<file path="config.mk">
export PLATFORM = sky130hd
export DESIGN_NAME = sample_widen
export DESIGN_NICKNAME = d
export VERILOG_FILES = /design/src/rtl/sample_widen.sv
export SDC_FILE = /design/constraint.sdc
export NUM_CORES = 1
export LEC_CHECK = 0
export ABC_AREA = 1
export ABC_CLOCK_PERIOD_IN_PS = 2000
export CAP_MARGIN = 40
export CORE_ASPECT_RATIO = 0.5
export CORE_MARGIN = 2
export CORE_UTILIZATION = 40
export CTS_CLUSTER_DIAMETER = 100
export CTS_CLUSTER_SIZE = 14
export DETAILED_ROUTE_END_ITERATION = 10
export PLACE_DENSITY = 0.69
export SLEW_MARGIN = 10
export SYNTH_ARGS = -nofsm -noshare
export SYNTH_HDL_FRONTEND = slang
export SYNTH_SLANG_ARGS = --single-unit
</file>
<file path="constraint.sdc">
create_clock -name clk -period 2 [get_ports clk]
set_input_delay 0.2 -clock clk [delete_from_list [all_inputs] [get_ports clk]]
set_output_delay 0.2 -clock clk [all_outputs]
set_load 0.02 [all_outputs]
</file>
<file path="src/rtl/sample_widen.sv">
// rtl/sample_widen.sv - widen WO-bit samples into the WI-bit datapath behind a 2-entry buffer
//
// Purpose:
//   Accepts WO-bit two's-complement samples, left-aligns them into WI bits
//   (x * 2^(WI-WO)) and buffers up to two samples.
//   With SYM=1 the most-negative input code is clamped to one above it.
//   Optional dither: define SAMPLE_WIDEN_DITHER_EN to fill the fraction bits
//   from a 16-bit Galois LFSR. The fraction MSB is always zero.
//
// Ports:
//   clk      in   1   clock, rising edge
//   rstn     in   1   asynchronous active-low reset
//   in_vld   in   1   input sample valid
//   in_rdy   out  1   block can accept a sample this cycle
//   in_dat   in   WO  input sample, two's complement
//   out_vld  out  1   output sample valid
//   out_rdy  in   1   downstream accepts the output sample
//   out_dat  out  WI  widened sample, two's complement
//   sat_cnt  out  16  count of clamped samples, saturating
module sample_widen #(
  parameter int WI  = 31,
  parameter int WO  = 10,
  parameter int SYM = 1
) (
  input  logic          clk,
  input  logic          rstn,
  input  logic          in_vld,
  output logic          in_rdy,
  input  logic [WO-1:0] in_dat,
  output logic          out_vld,
  input  logic          out_rdy,
  output logic [WI-1:0] out_dat,
  output logic [15:0]   sat_cnt
);

  localparam int FW = WI - WO;

  logic          tail_vld;
  logic [WI-1:0] tail;
  logic          in_fire;
  logic          out_fire;
  logic          clamp;
  logic [WO-1:0] conv_code;
  logic [FW-1:0] frac;
  logic [WI-1:0] conv;

  // Tail is only ever filled while the head is occupied, so a full buffer
  // is exactly tail_vld; in_rdy therefore depends on registered state only.
  assign in_rdy   = !tail_vld;
  assign in_fire  = in_vld && in_rdy;
  assign out_fire = out_vld && out_rdy;

  assign clamp     = (SYM != 0) && (in_dat == {1'b1, {(WO-1){1'b0}}});
  assign conv_code = clamp ? in_dat + WO'(1) : in_dat;
  assign conv      = {conv_code, frac};

`ifdef SAMPLE_WIDEN_DITHER_EN
  logic [15:0] lfsr;

  // Galois LFSR x^16+x^14+x^13+x^11+1, stepped only on accepted samples.
  always_ff @(posedge clk or negedge rstn) begin
    if (!rstn) begin
      lfsr <= 16'hACE1;
    end else if (in_fire) begin
      lfsr <= {1'b0, lfsr[15:1]} ^ (lfsr[0] ? 16'hB400 : 16'h0000);
    end
  end

  // Fraction MSB held at zero so downstream round-half-away recovers the
  // original code; fractions wider than the LFSR are zero-padded above it.
  if (FW - 1 <= 16) begin : g_frac_narrow
    assign frac = {1'b0, lfsr[FW-2:0]};
  end else begin : g_frac_wide
    assign frac = {{(FW-16){1'b0}}, lfsr};
  end
`else
  assign frac = '0;
`endif

  always_ff @(posedge clk or negedge rstn) begin
    if (!rstn) begin
      out_vld  <= 1'b0;
      out_dat  <= '0;
      tail_vld <= 1'b0;
      tail     <= '0;
    end else if (tail_vld) begin
      // Full: input is blocked, only the head can drain.
      if (out_fire) begin
        out_dat  <= tail;
        tail_vld <= 1'b0;
      end
    end else if (out_vld) begin
      if (out_fire && in_fire) begin
        out_dat <= conv;
      end else if (out_fire) begin
        out_vld <= 1'b0;
      end else if (in_fire) begin
        tail     <= conv;
        tail_vld <= 1'b1;
      end
    end else if (in_fire) begin
      out_dat <= conv;
      out_vld <= 1'b1;
    end
  end

  always_ff @(posedge clk or negedge rstn) begin
    if (!rstn) begin
      sat_cnt <= '0;
    end else if (in_fire && clamp && (sat_cnt != 16'hFFFF)) begin
      sat_cnt <= sat_cnt + 16'd1;
    end
  end

endmodule

</file>
==> results summary <==
The first global-routing pass estimated 8510 µm of wire. The setup path with the least slack is of type in -> reg. The detailed-route via count is 2019. The total power density per cell area is 993 mW/mm². The floorplan has 19 rows.

The number of distinct library cells after synthesis is 25. The number of synthesized flops with an enable pin came out at 0. The largest area contributor in the synthesized netlist is dfrtp_1. The share of synthesized flip-flops with an asynchronous set or reset is 100%. The root buffer cell chosen for the clock tree is clkbuf_16. Before antenna repair, the detailed router went through 4 iterations. Setup violations remaining at the end of the flow were counted as 0. The maximum number of buffers from clock root to sink is 2. Clock tree synthesis inserted a total of 5 buffers. The cell leakage power is 1.38 nW. The remaining design rule violation count came out at 0. The flop and latch count out of synthesis came out at 38. The die outline width is between 100 and 150 µm. The register-to-register setup slack is between 0.3 and 0.4 ns. The post-placement cell area came out at 0.00267 mm². At the worst endpoint, the required time is roughly 2.2 ns.

The worst IR drop on VDD is 0.452 mV. A synthesized cell averages 7.18 µm². The logic depth of the worst register-to-register path is 7. The maximum clock rate came out at 0.579 GHz. The total design power is roughly 0.0028 W.

After routing, the total negative slack on setup checks comes to 0 ns. The global-route total usage across every layer is 16.3%. The share of the synthesized area in the top cell type came out at 41.8%. The most heavily used metal layer in global routing is met2. In this run the vertical extent of the chip is 57.3 µm. The worst setup skew after layout came out at 0.00362 ns.

TritonCTS built the clock tree. Of all nets on the critical path, the largest fanout is 16. The synthesis-to-layout area growth is 24.4%. The final period utilization came out at 86.4%.

The number of H-tree branching levels came out at 2. The global routing usage on met1 came out at 20.9%. After legalization and detailed placement, the total HPWL measured roughly 3500 µm. The tool flagged a number of max-cap violations equal to 0. The number of failing hold endpoints at the final stage came out at 0. The final hold slack is between 0.2 and 0.3 ns. The filler cell count in the final layout is 526. Input and output buffers added on the ports amount to 41.

The run finished with clean final reports. The final antenna-violating net count came out at 0. For this run, global-route usage on met2 was measured as just under 30%. The number of gates resized after CTS came out at 0. Setup repair after global routing left no endpoint under its margin. The via density per instance is between 4 and 5.

The final layout contains 379 nets. The critical path data arrival time came out at about 1.9 ns. In the synthesized netlist the dominant register cell turns out to be dfrtp_1. The clock input transition at the sequential cells of the worst setup and hold paths is 0.06 ns. The number of global-route vias before repair was 1855.

The clock drives 38 sinks. The fraction of met3 tracks used by global routing came out at 3.40%. The die footprint came out at between 0.006 and 0.007 mm². The number of synthesis warnings is 0. The area of combinational cells with multiple inputs is 0.00110 mm². The final count of pins violating max slew came out at 0. By area the synthesized netlist is led by dfrtp_1 42%, nand2_1 21%, buf_4 6.9%, nor2_1 4.9%, o21ai_0 4.2%.

The worst setup path is launched from a primary input. The core footprint is ~0.0055 mm². The effective utilization at floorplan is 41.4%.

The area of all sequential standard cells is around 950 µm². The wire length reported by the detailed router is around 5000 µm. The count of boundary I/O pins came out at between 60 and 70. The sequential fraction of the synthesis area is 41.8%. After detailed routing, the average wire length per cell comes to 11.4 µm. The aggregate global routing overflow is 0. The starting DRC count in detailed routing came out at 91. STA classifies the critical path endpoint as a flop. The number of antenna violations at the first check in global routing came out at 0. The maximum number of pins on one net before global-route repair came out at 39.

The synthesized instance count is 317. Cells with a size suffix above 1 make up between 6 and 7% of the layout. The clock latency on the worst-skew pair is 0.28 ns. The utilization after layout is 51.6%. The number of antenna diodes in the final layout is 0. The tightest min-delay check is of the in -> async type.

The synthesized netlist occupies a cell area of 0.00228 mm². The routability congestion estimate came out at 0.811. The shortest period the worst path allows is ~1.7 ns. After routing the design area is 0.00283 mm².
layer usage:
metal,part of all wire (%),vias up
met5,0,-
met4,0.83,0
met3,5.0,5
met2,47,59
met1,47,922
li1,-,1033
Yosys cell counts, types with 3 or more instances:
cell / number
a21oi_1: 4
buf_4: 21
clkbuf_1: 3
dfrtp_1: 38
ha_1: 3
inv_1: 24
inv_2: 3
nand2_1: 125
nand2_2: 3
nand3_1: 15
nand4_1: 7
nor2_1: 30
nor2_4: 3
o21ai_0: 19
xnor2_1: 4
xor2_1: 3
state kept, by name, indices dropped and copies added, names as in the netlist:
signal / cells
out_dat: 10
sat_cnt: 16
out_vld: 1
tail_vld: 1
tail: 10
metrics by stage:
step / instances / worst slack (ns)
after floorplan: 337 / 0.413
after global placement: 426 / 0.166
after global routing: 435 / 0.0579
after detailed placement: 426 / 0.0500
after CTS: 433 / 0.281
final: 435 / 0.272
area by class of cell:
cell class | count | share of cell area [%]
clock buffer | 7 | 4.68
timing repair buffer | 46 | 16.2
multi-input combinational | 244 | 38.8
tap | 73 | 3.23
sequential | 38 | 33.6
inverter | 27 | 3.58
worst paths after layout:
check | start | end
hold / removal | rstn | out_dat[27]
max in group asynchronous | rstn | sat_cnt[11]
setup / recovery | in_dat[0] | sat_cnt[6]
hold reg to reg | tail[25] | tail[25]
setup reg to reg | sat_cnt[0] | sat_cnt[6]
min in group clk | tail[25] | tail[25]
what timing repair did:
action,4_1_cts,5_1_grt
endpoints found under the setup margin,0,0
endpoints found under the hold margin,0,38
buffers inserted,0,0
hold buffers,0,1
worst max-delay path: stages:
cell	delay (ns)
clkdlybuf4s50_1	0.47
inv_1	0.11
ha_1	0.17
inv_1	0.06
nor2_1	0.14
nand3_1	0.15
nor2_1	0.18
nand2_2	0.23
nand2_1	0.13
nand2_1	0.05
layout by cell type, fill, tap and decap left out:
master / count
nor2_2: 2
nand2_1: 125
nor3_2: 1
buf_2: 1
dlygate4sd3_1: 1
nor2_1: 30
clkbuf_1: 2
buf_12: 1
nand4_1: 7
nor2_4: 3
a21oi_1: 4
nand3_2: 1
nand3b_1: 1
clkdlybuf4s50_1: 40
o21ai_0: 19
a31oi_1: 1
xor2_1: 3
ha_1: 3
nand2_2: 3
conb_1: 21
xnor2_1: 4
nor3_1: 1
inv_2: 3
inv_1: 24
nand3_1: 15
dfrtp_1: 38
clkbuf_16: 5
buf_4: 3
logic make-up after synthesis:
kind of cell             share of synthesized area (%)
flip-flops                                        41.8
AND/OR/NAND/NOR                                   35.1
other                                            0.165
buffers and inverters                             13.3
adder cells (fa/ha/maj)                           1.65
XOR/XNOR                                          2.69
AO/OA/AOI/OAI                                     5.33
where the power goes:
part	switching (W)	leakage (nW)	internal, W
Clock	0.000289	0.0640	0.000456
Sequential	0.000111	0.493	0.000985
Combinational	0.000568	0.820	0.000402
Power figures use the tool's default switching activity.
